## config.mk

```make
export PLATFORM = sky130hd
export DESIGN_NAME = crcu_apb_rst_regs
export DESIGN_NICKNAME = d
export VERILOG_FILES = /design/src/rtl/crcu_pkg.sv /design/src/rtl/crcu_rst_pulse_timer.sv /design/src/rtl/crcu_apb_rst_regs.sv
export SDC_FILE = /design/constraint.sdc
export NUM_CORES = 1
export LEC_CHECK = 0
export ABC_AREA = 1
export ABC_CLOCK_PERIOD_IN_PS = 4200
export BUFFER_PORTS_ARGS = -buffer_cell sky130_fd_sc_hd__buf_2
export CORE_MARGIN = 1
export CORE_UTILIZATION = 53
export CTS_CLUSTER_DIAMETER = 100
export CTS_CLUSTER_SIZE = 24
export DETAILED_ROUTE_END_ITERATION = 8
export GPL_TIMING_DRIVEN = 0
export PLACE_DENSITY_LB_ADDON = 0.15
export SLEW_MARGIN = 10
export SYNTH_ARGS = -nofsm -noshare
export SYNTH_HDL_FRONTEND = slang
export SYNTH_SLANG_ARGS = --single-unit
```

## constraint.sdc

```tcl
create_clock -name CRCU_CLK -period 4.2 [get_ports CRCU_CLK]
set_input_delay 0.21 -clock CRCU_CLK [delete_from_list [all_inputs] [get_ports CRCU_CLK]]
set_output_delay 0.21 -clock CRCU_CLK [all_outputs]
set_load 0.005 [all_outputs]
```

## src/rtl/crcu_pkg.sv

```systemverilog
// Shared constants, FSM state type and captured-request payload for the CRCU
// reset-control APB register file.
package crcu_pkg;

    localparam int unsigned APB_AW = 8;
    localparam int unsigned APB_DW = 32;

    localparam int unsigned CTL_EN_BIT    = 0;
    localparam int unsigned CTL_ASYNC_BIT = 1;
    localparam int unsigned CTL_POL_BIT   = 2;
    localparam int unsigned CTL_PULSE_BIT = 3;

    localparam logic [APB_AW-1:0] ADDR_STATUS = 8'hF8;
    localparam logic [APB_AW-1:0] ADDR_LOCK   = 8'hFC;

    typedef enum logic [1:0] {
        IDLE,
        SETUP,
        ACCESS
    } apb_state_e;

    typedef struct packed {
        logic              write;
        logic [APB_AW-1:0] addr;
        logic [APB_DW-1:0] wdata;
    } apb_req_t;

endpackage

```

## src/rtl/crcu_rst_pulse_timer.sv

```systemverilog
// Software reset pulse timer: a load holds active high for exactly PULSE_CYCLES
// cycles, and a reload while running restarts the full count.
module crcu_rst_pulse_timer #(
    parameter int unsigned PULSE_CYCLES = 16
) (
    input  logic clk,
    input  logic rst,
    input  logic load,
    output logic active
);

    localparam int unsigned CNT_W = 16;

    logic [CNT_W-1:0] cnt;

    // Load takes priority over the decrement so a reload at count 1 never gaps.
    always_ff @(posedge clk or posedge rst) begin
        if (rst) begin
            cnt <= '0;
        end else if (load) begin
            cnt <= CNT_W'(PULSE_CYCLES);
        end else if (cnt != '0) begin
            cnt <= cnt - CNT_W'(1);
        end
    end

    assign active = (cnt != '0);

endmodule

```

## src/rtl/crcu_apb_rst_regs.sv

```systemverilog
// APB3 slave holding the per-domain reset-control words, with write-lock key,
// programmable wait states and self-timing software reset pulses.
module crcu_apb_rst_regs
    import crcu_pkg::*;
#(
    parameter int unsigned NUM_RST      = 4,
    parameter int unsigned WAIT_STATES  = 0,
    parameter int unsigned PULSE_CYCLES = 16,
    parameter logic [31:0] LOCK_KEY     = 32'hC0DE_A55A
) (
    input  logic                   CRCU_CLK,
    input  logic                   CRCU_RST,
    input  logic                   psel,
    input  logic                   penable,
    input  logic                   pwrite,
    input  logic [APB_AW-1:0]      paddr,
    input  logic [APB_DW-1:0]      pwdata,
    output logic [APB_DW-1:0]      prdata,
    output logic                   pready,
    output logic                   pslverr,
    output logic [NUM_RST*32-1:0]  rst_ctl_reg
);

    localparam int unsigned CNT_W  = 4;
    localparam int unsigned IDX_W  = 6;
    localparam int unsigned STAT_N = (NUM_RST < APB_DW) ? NUM_RST : APB_DW;

    apb_state_e                   state, state_next;
    logic [CNT_W-1:0]             cnt;
    apb_req_t                     req_q;
    logic [NUM_RST-1:0][2:0]      ctl_q;
    logic                         locked;
    logic [NUM_RST-1:0]           pulse_load, pulse_active;
    logic [NUM_RST-1:0][31:0]     ctl_word;
    logic [IDX_W-1:0]             idx;
    logic                         setup_req, ctl_hit, is_status, is_lock, err, commit;
    logic [APB_DW-1:0]            rdata, status_word;

    assign setup_req = psel & ~penable;

    // Address decode and error classification of the captured request.
    always_comb begin
        idx       = req_q.addr[7:2];
        ctl_hit   = 32'(idx) < NUM_RST;
        is_status = (req_q.addr == ADDR_STATUS);
        is_lock   = (req_q.addr == ADDR_LOCK);
        err       = (req_q.addr[1:0] != 2'b00)
                  | ~(ctl_hit | is_status | is_lock)
                  | (req_q.write & is_status)
                  | (req_q.write & ctl_hit & locked);
    end

    always_comb begin
        status_word = '0;
        status_word[STAT_N-1:0] = pulse_active[STAT_N-1:0];
        rdata = '0;
        for (int i = 0; i < NUM_RST; i++) begin
            ctl_word[i]                = '0;
            ctl_word[i][CTL_EN_BIT]    = ctl_q[i][0];
            ctl_word[i][CTL_ASYNC_BIT] = ctl_q[i][1];
            ctl_word[i][CTL_POL_BIT]   = ctl_q[i][2];
            ctl_word[i][CTL_PULSE_BIT] = pulse_active[i];
            if (idx == IDX_W'(i)) begin
                rdata = ctl_word[i];
            end
        end
        if (is_lock) begin
            rdata = {31'b0, locked};
        end else if (is_status) begin
            rdata = status_word;
        end
    end

    assign rst_ctl_reg = ctl_word;

    always_comb begin
        state_next = state;
        pready     = (state == ACCESS) && (cnt == CNT_W'(WAIT_STATES));
        pslverr    = 1'b0;
        prdata     = '0;
        commit     = 1'b0;
        pulse_load = '0;
        case (state)
            IDLE:    if (setup_req) state_next = SETUP;
            SETUP:   state_next = ACCESS;
            ACCESS: begin
                if (pready) begin
                    state_next = setup_req ? SETUP : IDLE;
                end else if (!psel) begin
                    state_next = IDLE;
                end
            end
            default: state_next = IDLE;
        endcase
        pslverr = pready & err;
        commit  = pready & ~err & req_q.write;
        if (pready && !err && !req_q.write) begin
            prdata = rdata;
        end
        for (int i = 0; i < NUM_RST; i++) begin
            pulse_load[i] = commit & ctl_hit & (idx == IDX_W'(i)) & req_q.wdata[CTL_PULSE_BIT];
        end
    end

    always_ff @(posedge CRCU_CLK or posedge CRCU_RST) begin
        if (CRCU_RST) begin
            state <= IDLE;
            cnt   <= '0;
        end else begin
            state <= state_next;
            cnt   <= (state == ACCESS && state_next == ACCESS) ? cnt + CNT_W'(1) : '0;
        end
    end

    // Request is captured on entry to SETUP and held through ACCESS.
    always_ff @(posedge CRCU_CLK or posedge CRCU_RST) begin
        if (CRCU_RST) begin
            req_q <= '0;
        end else if (state_next == SETUP) begin
            req_q <= '{write: pwrite, addr: paddr, wdata: pwdata};
        end
    end

    always_ff @(posedge CRCU_CLK or posedge CRCU_RST) begin
        if (CRCU_RST) begin
            ctl_q  <= '0;
            locked <= 1'b1;
        end else if (commit) begin
            if (is_lock) begin
                locked <= (req_q.wdata != LOCK_KEY);
            end
            for (int i = 0; i < NUM_RST; i++) begin
                if (ctl_hit && idx == IDX_W'(i)) begin
                    ctl_q[i] <= {req_q.wdata[CTL_POL_BIT], req_q.wdata[CTL_ASYNC_BIT],
                                 req_q.wdata[CTL_EN_BIT]};
                end
            end
        end
    end

    for (genvar g = 0; g < NUM_RST; g++) begin : g_timer
        crcu_rst_pulse_timer #(
            .PULSE_CYCLES(PULSE_CYCLES)
        ) u_timer (
            .clk    (CRCU_CLK),
            .rst    (CRCU_RST),
            .load   (pulse_load[g]),
            .active (pulse_active[g])
        );
    end

endmodule

```

Yosys cells after proc, flatten, opt, wreduce, memory -nomap -nowiden

Index checks and enable logic that the tools add are counted.
Widths: inputs -> output; s select.

Bitwise logic cells: 24
Add/sub/neg operators: 5
Eq/ne operators: 10
Order comparisons: 1
Reduce and logical (&&, ||, !) cells: 27
Multiplexer cells: 21

Operator list:

| operator              | number |
|---|---|
| $mux 32               | 6 |
| $mux 16               | 8 |
| $reduce_bool 16->1    | 4 |
| $sub 16x1->16 const B | 4 |
| $ne 32x32->1 const B  | 1 |
| $and 1x1->1           | 16 |
| $eq 8x8->1 const B    | 2 |
| $eq 6x2->1 const B    | 2 |
| $reduce_and 2->1      | 5 |
| $reduce_bool 2->1     | 5 |
| $logic_and 1x1->1     | 8 |
| $mux 4                | 2 |
| $eq 6x1->1 const B    | 1 |
| $logic_not 6->1       | 1 |
| $lt 6x3->1 const B    | 1 |
| $mux 2                | 3 |
| $pmux 2 s3            | 1 |
| $or 1x1->1            | 5 |
| $add 4x1->4 const B   | 1 |
| $eq 2x1->1 const B    | 2 |
| $eq 2x2->1 const B    | 2 |
| $logic_not 4->1       | 1 |
| $not 1->1             | 3 |
| $logic_not 1->1       | 2 |
| other kinds (2)       | 2 |

Flip-flop bits (word level): 124
Input bits: 45
Word-level logic and storage cells: 102
Output and inout port bits: 162

Longest topological paths before layout

Depth after elaboration: 14
Depth in mapped cells: 13

Modules after synthesis

A second synthesis with hierarchy kept.

Cells, all modules: 1,093
Area total of the unflattened synthesis: 7,978.9 um2

By module, submodules not included:

| module                                        | cells an instance | instances | sequential area each (um2) | area an instance (um2) |
|---|---|---|---|---|
| crcu_apb_rst_regs                             | 507               | 1         | 1,502.7                    | 3,931.3 |
| crcu_rst_pulse_timer (g_timer[0].u_timer ...) | 147               | 3         | 400.4                      | 1,002.2 |
| crcu_rst_pulse_timer (g_timer[3].u_timer)     | 145               | 1         | 400.4                      | 1,041.0 |

Least setup slack after synthesis

Ideal clock, no wire load.

Path kind: register to register
Start point: reg g_timer[3].u_timer.cnt[0]
End point: reg g_timer[3].u_timer.cnt[5]
Slack: 2,439 ps
Buffers on the path: 0
Required time: 4,080 ps
Cell stages (with the launch flop): 13
Library setup time: 120 ps
Arrival time: 1,641 ps
Path through: dfrtp_1 inv_1 ha_1 inv_1 nor3_2 nand2_2 nor2_4 nand2_1 nor2_4 inv_2 nand2_1 xor2_1 nor2_2

Cells in the longest elaborated chain, start to end: 3
Elaborated cells on any way between the ends: 5
Classes of those cells: 1 x add/sub; 2 x mux; 2 x reduce/logical

Ends and longest elaborated chain:

| element                | RTL line                   | RTL |
|---|---|---|
| start, declared        | crcu_rst_pulse_timer.sv:14 | `logic [CNT_W-1:0] cnt;` |
| start signal, assigned | crcu_rst_pulse_timer.sv:21 | `cnt <= CNT_W'(PULSE_CYCLES);` |
| start signal, assigned | crcu_rst_pulse_timer.sv:23 | `cnt <= cnt - CNT_W'(1);` |
| $sub 16x1->16          | crcu_rst_pulse_timer.sv:23 |  |
| $mux 16                | crcu_rst_pulse_timer.sv:22 | `end else if (cnt != '0) begin` |
| $mux 16                | crcu_rst_pulse_timer.sv:20 | `end else if (load) begin` |

Parallel ways exist; a longest one is shown, timed or not. The select of a mux whose other input is x is not followed.
A chain may end at the register's enable or synchronous reset.

Final worst setup path

Start point: reg g_timer[2].u_timer.cnt[0]
End point: out prdata[2]

Cells in the longest elaborated chain, start to end: 4

Ends and longest elaborated chain:

| element                             | RTL line                   | RTL |
|---|---|---|
| start, declared                     | crcu_rst_pulse_timer.sv:14 |  |
| start signal, assigned              | crcu_rst_pulse_timer.sv:21 |  |
| start signal, assigned              | crcu_rst_pulse_timer.sv:23 |  |
| $reduce_bool 16->1                  | crcu_rst_pulse_timer.sv:27 | `assign active = (cnt != '0);` |
| named net g_timer[2].u_timer.active | crcu_rst_pulse_timer.sv:9  | `output logic active` |
| $mux 32                             | crcu_apb_rst_regs.sv:69    | `end else if (is_status) begin` |
| $mux 32                             | crcu_apb_rst_regs.sv:67    | `if (is_lock) begin` |
| $mux 32                             | crcu_apb_rst_regs.sv:97    | `if (pready && !err && !req_q.write) begin` |
| end, declared                       | crcu_apb_rst_regs.sv:18    | `output logic [APB_DW-1:0] prdata,` |

The timed path passes the listed nets, and every way through them passes these cells.

==> impl_metrics.json <==
{
  "start_util_pct": 54.2,
  "tightest_slew_ns": 0.531,
  "worstPathRequired_ns": 3.99,
  "synth_cell_types": 37,
  "postRouteAntennaNets": 0,
  "reg2reg_to": "g_timer[3].u_timer.cnt[7]",
  "drv_cap": 0,
  "hold_viol_final": 0,
  "yosysTopAreaCellShare_pct": 40.9,
  "grt_pass1_vias": 5581,
  "diodes": 0,
  "slew_headroom_pct": 64.6,
  "worstPathArrival_ns": 2.38,
  "core_area_sq_mm": 0.0139,
  "grt_overflow": 0,
  "multi_input_area_sq_mm": 0.00331,
  "top_usage_layer": "met2",
  "fillerInstances": 1199,
  "port_buffers": 66,
  "drive_gt1_share_pct": 25.2,
  "fin_nets": 1267,
  "holdPathEnd": "req_q[5]",
  "drtPass1Iterations": 5,
  "rows": 43,
  "synthCells": 965,
  "rsz0062_at_grt": "no",
  "wl_per_cell_microns": 10.8,
  "vias": 6106,
  "ys_seq_area_share_pct": 41.3,
  "clkTransAtPathRegs_ns": 0.05,
  "max_freq_mhz": 386,
  "synth.avg_cell_area_sq_um": 7.79,
  "grt_pass1_wl_microns": 25500,
  "synth_warnings": 0,
  "maxSlewViolCount": 0,
  "end_kind": "primary output",
  "clk_latency_ns": 0.42,
  "synth_area_leaders": "dfrtp_1, buf_4, nand2_1",
  "final_cell_mix": "nand2_1, buf_4, conb_1",
  "synth.largest_area_cell": "dfrtp_1",
  "power.density_mw_per_mm2": 495,
  "syn_area_sq_mm": 0.00752,
  "die_h_microns": 121,
  "r2r-start": "cnt[0]",
  "grt_util_met3_pct": 5.73,
  "power_uw": 4700,
  "p_leak_uw": 0.00511,
  "hp-class": "input port to flip-flop",
  "fin_crit_ns": 2.59,
  "rr_worst_depth": 10,
  "fin_tns_setup_ns": 0,
  "antenna_found_initial": 0,
  "skew_ns": 0.0121,
  "status": "complete, no violations",
  "cts_setup_buffers": 0,
  "cts_root_buf": "clkbuf_16",
  "cts_buffers": 17,
  "post-route-cell-area_sq_mm": 0.00950,
  "die_w_microns": 121,
  "min_from": "pwdata[5]",
  "gr-usage-all-layers_pct": 22.2,
  "drt-total-wl_microns": 15200,
  "crit_start": "g_timer[2].u_timer.cnt[0]",
  "setup_viol": 0,
  "grt_max_degree": 68,
  "cts_tree": "yes",
  "mostFrequentLayoutCell": "nand2_1",
  "cts_buffer_depth": 2,
  "path_class": "flip-flop to primary output",
  "hold_depth": 3,
  "dp_hpwl_microns": 10900,
  "drt_iter0_drc": 258,
  "syn2layout_area_growth_pct": 26.3,
  "period_share_pct": 61.7,
  "grtUsageMet1_pct": 28.1,
  "gp_congestion": 0.823,
  "r2r_setup_slack_ns": 2.11,
  "use_met2_pct": 36.3,
  "vias_per_cell": 4.34,
  "crit_fanout": 5,
  "largest_reg_flops": 64,
  "placed_area_sq_mm": 0.00863,
  "fp.dieArea_sq_mm": 0.0147,
  "cts_num_sinks": 124,
  "ys_ff_latch": 124,
  "pin_count": 207,
  "drcViolationCount": 0,
  "htreeDepth": 4,
  "critPathLaunchType": "flip-flop",
  "register_area_sq_mm": 0.00310,
  "ir_worst_vdd_v": 0.000333
}
-- power by group --
part / leakage, uW / internal [uW] / switching (uW)
clock network: 0.000301 / 1000 / 512
logic: 0.00327 / 580 / 752
registers: 0.00154 / 1560 / 294
total: 0.00511 / 3140 / 1560
-- worst max-delay path by stage --
| stage | endpoint | slack, ns |
|---|---|---|
| finish | prdata[2] | 1.61 |
| global route | prdata[2] | 1.40 |
| CTS | prdata[2] | 1.62 |
| detailed placement | prdata[3] | 2.10 |
| global placement | req_q[28] | -0.74 |
| floorplan | cnt[0] | 0.69 |
-- final cells by class --
class	count	share of cell area [%]
Multi-Input combinational cell	700	34.9
Clock buffer	24	5.18
Sequential cell	124	32.7
Tap cell	180	2.37
Clock inverter	8	1.40
Buffer	159	12.3
Inverter	121	4.86
Timing Repair Buffer	91	6.30
-- cells in the mapped netlist, drive strengths merged --
master  instances
nand3b          2
nand2         209
conb            1
ha              8
nand3          35
o22ai           1
or2             2
xor2           30
xnor2           5
a31oi           2
dfrtp         123
nand4          15
inv           121
clkbuf          8
o221ai          1
buf           151
a21boi          1
nor2          154
and2            1
dfstp           1
mux2i           1
nor4            4
o21ai          57
o21a            2
a21oi          14
nor3           16
-- logic make-up after synthesis --
kind of cell,Yosys count,synth area share (%)
other,1,0.0499
AND/OR/NAND/NOR,438,26.1
adder cells (fa/ha/maj),8,1.33
buffers and inverters,280,21.6
flip-flops,124,41.3
multiplexers,1,0.133
AO/OA/AOI/OAI,78,5.44
XOR/XNOR,35,4.08
-- stage by stage --
stage,instances,hold WS [ns],setup WS (ns),utilization (%)
4_1_cts,1407,0.00391,1.62,68.4
3_5_place_dp,1351,0.312,2.10,62.2
5_1_grt,1407,0.00337,1.40,68.4
3_3_place_gp,1350,0.404,-0.741,61.9
2_1_floorplan,1104,0.320,0.692,-
6_report,1407,0.0101,1.61,68.4
-- layer usage --
layer	routed length, microns	up-vias	share of wire [%]
met5	0	-	0
met4	294	0	1.9
met3	879	20	5.8
met2	7340	179	48
met1	6640	2709	44
li1	-	3198	-
-- worst max-delay path: stages (launching register included) --
cell and delay, ns:
dfrtp_1 0.37, inv_1 0.12, ha_1 0.19, nand2_1 0.14, nor3_1 0.30, nand3_1 0.20
nor2_1 0.16, inv_1 0.12, a21oi_1 0.15, nor3_1 0.08, buf_2 0.13
-- repair_timing --
action | CTS | global route
resized for setup | 0 | 0
hold buffers | 24 | 0
hold endpoints to repair | 80 | 0
(Power assumes the default switching activity.)
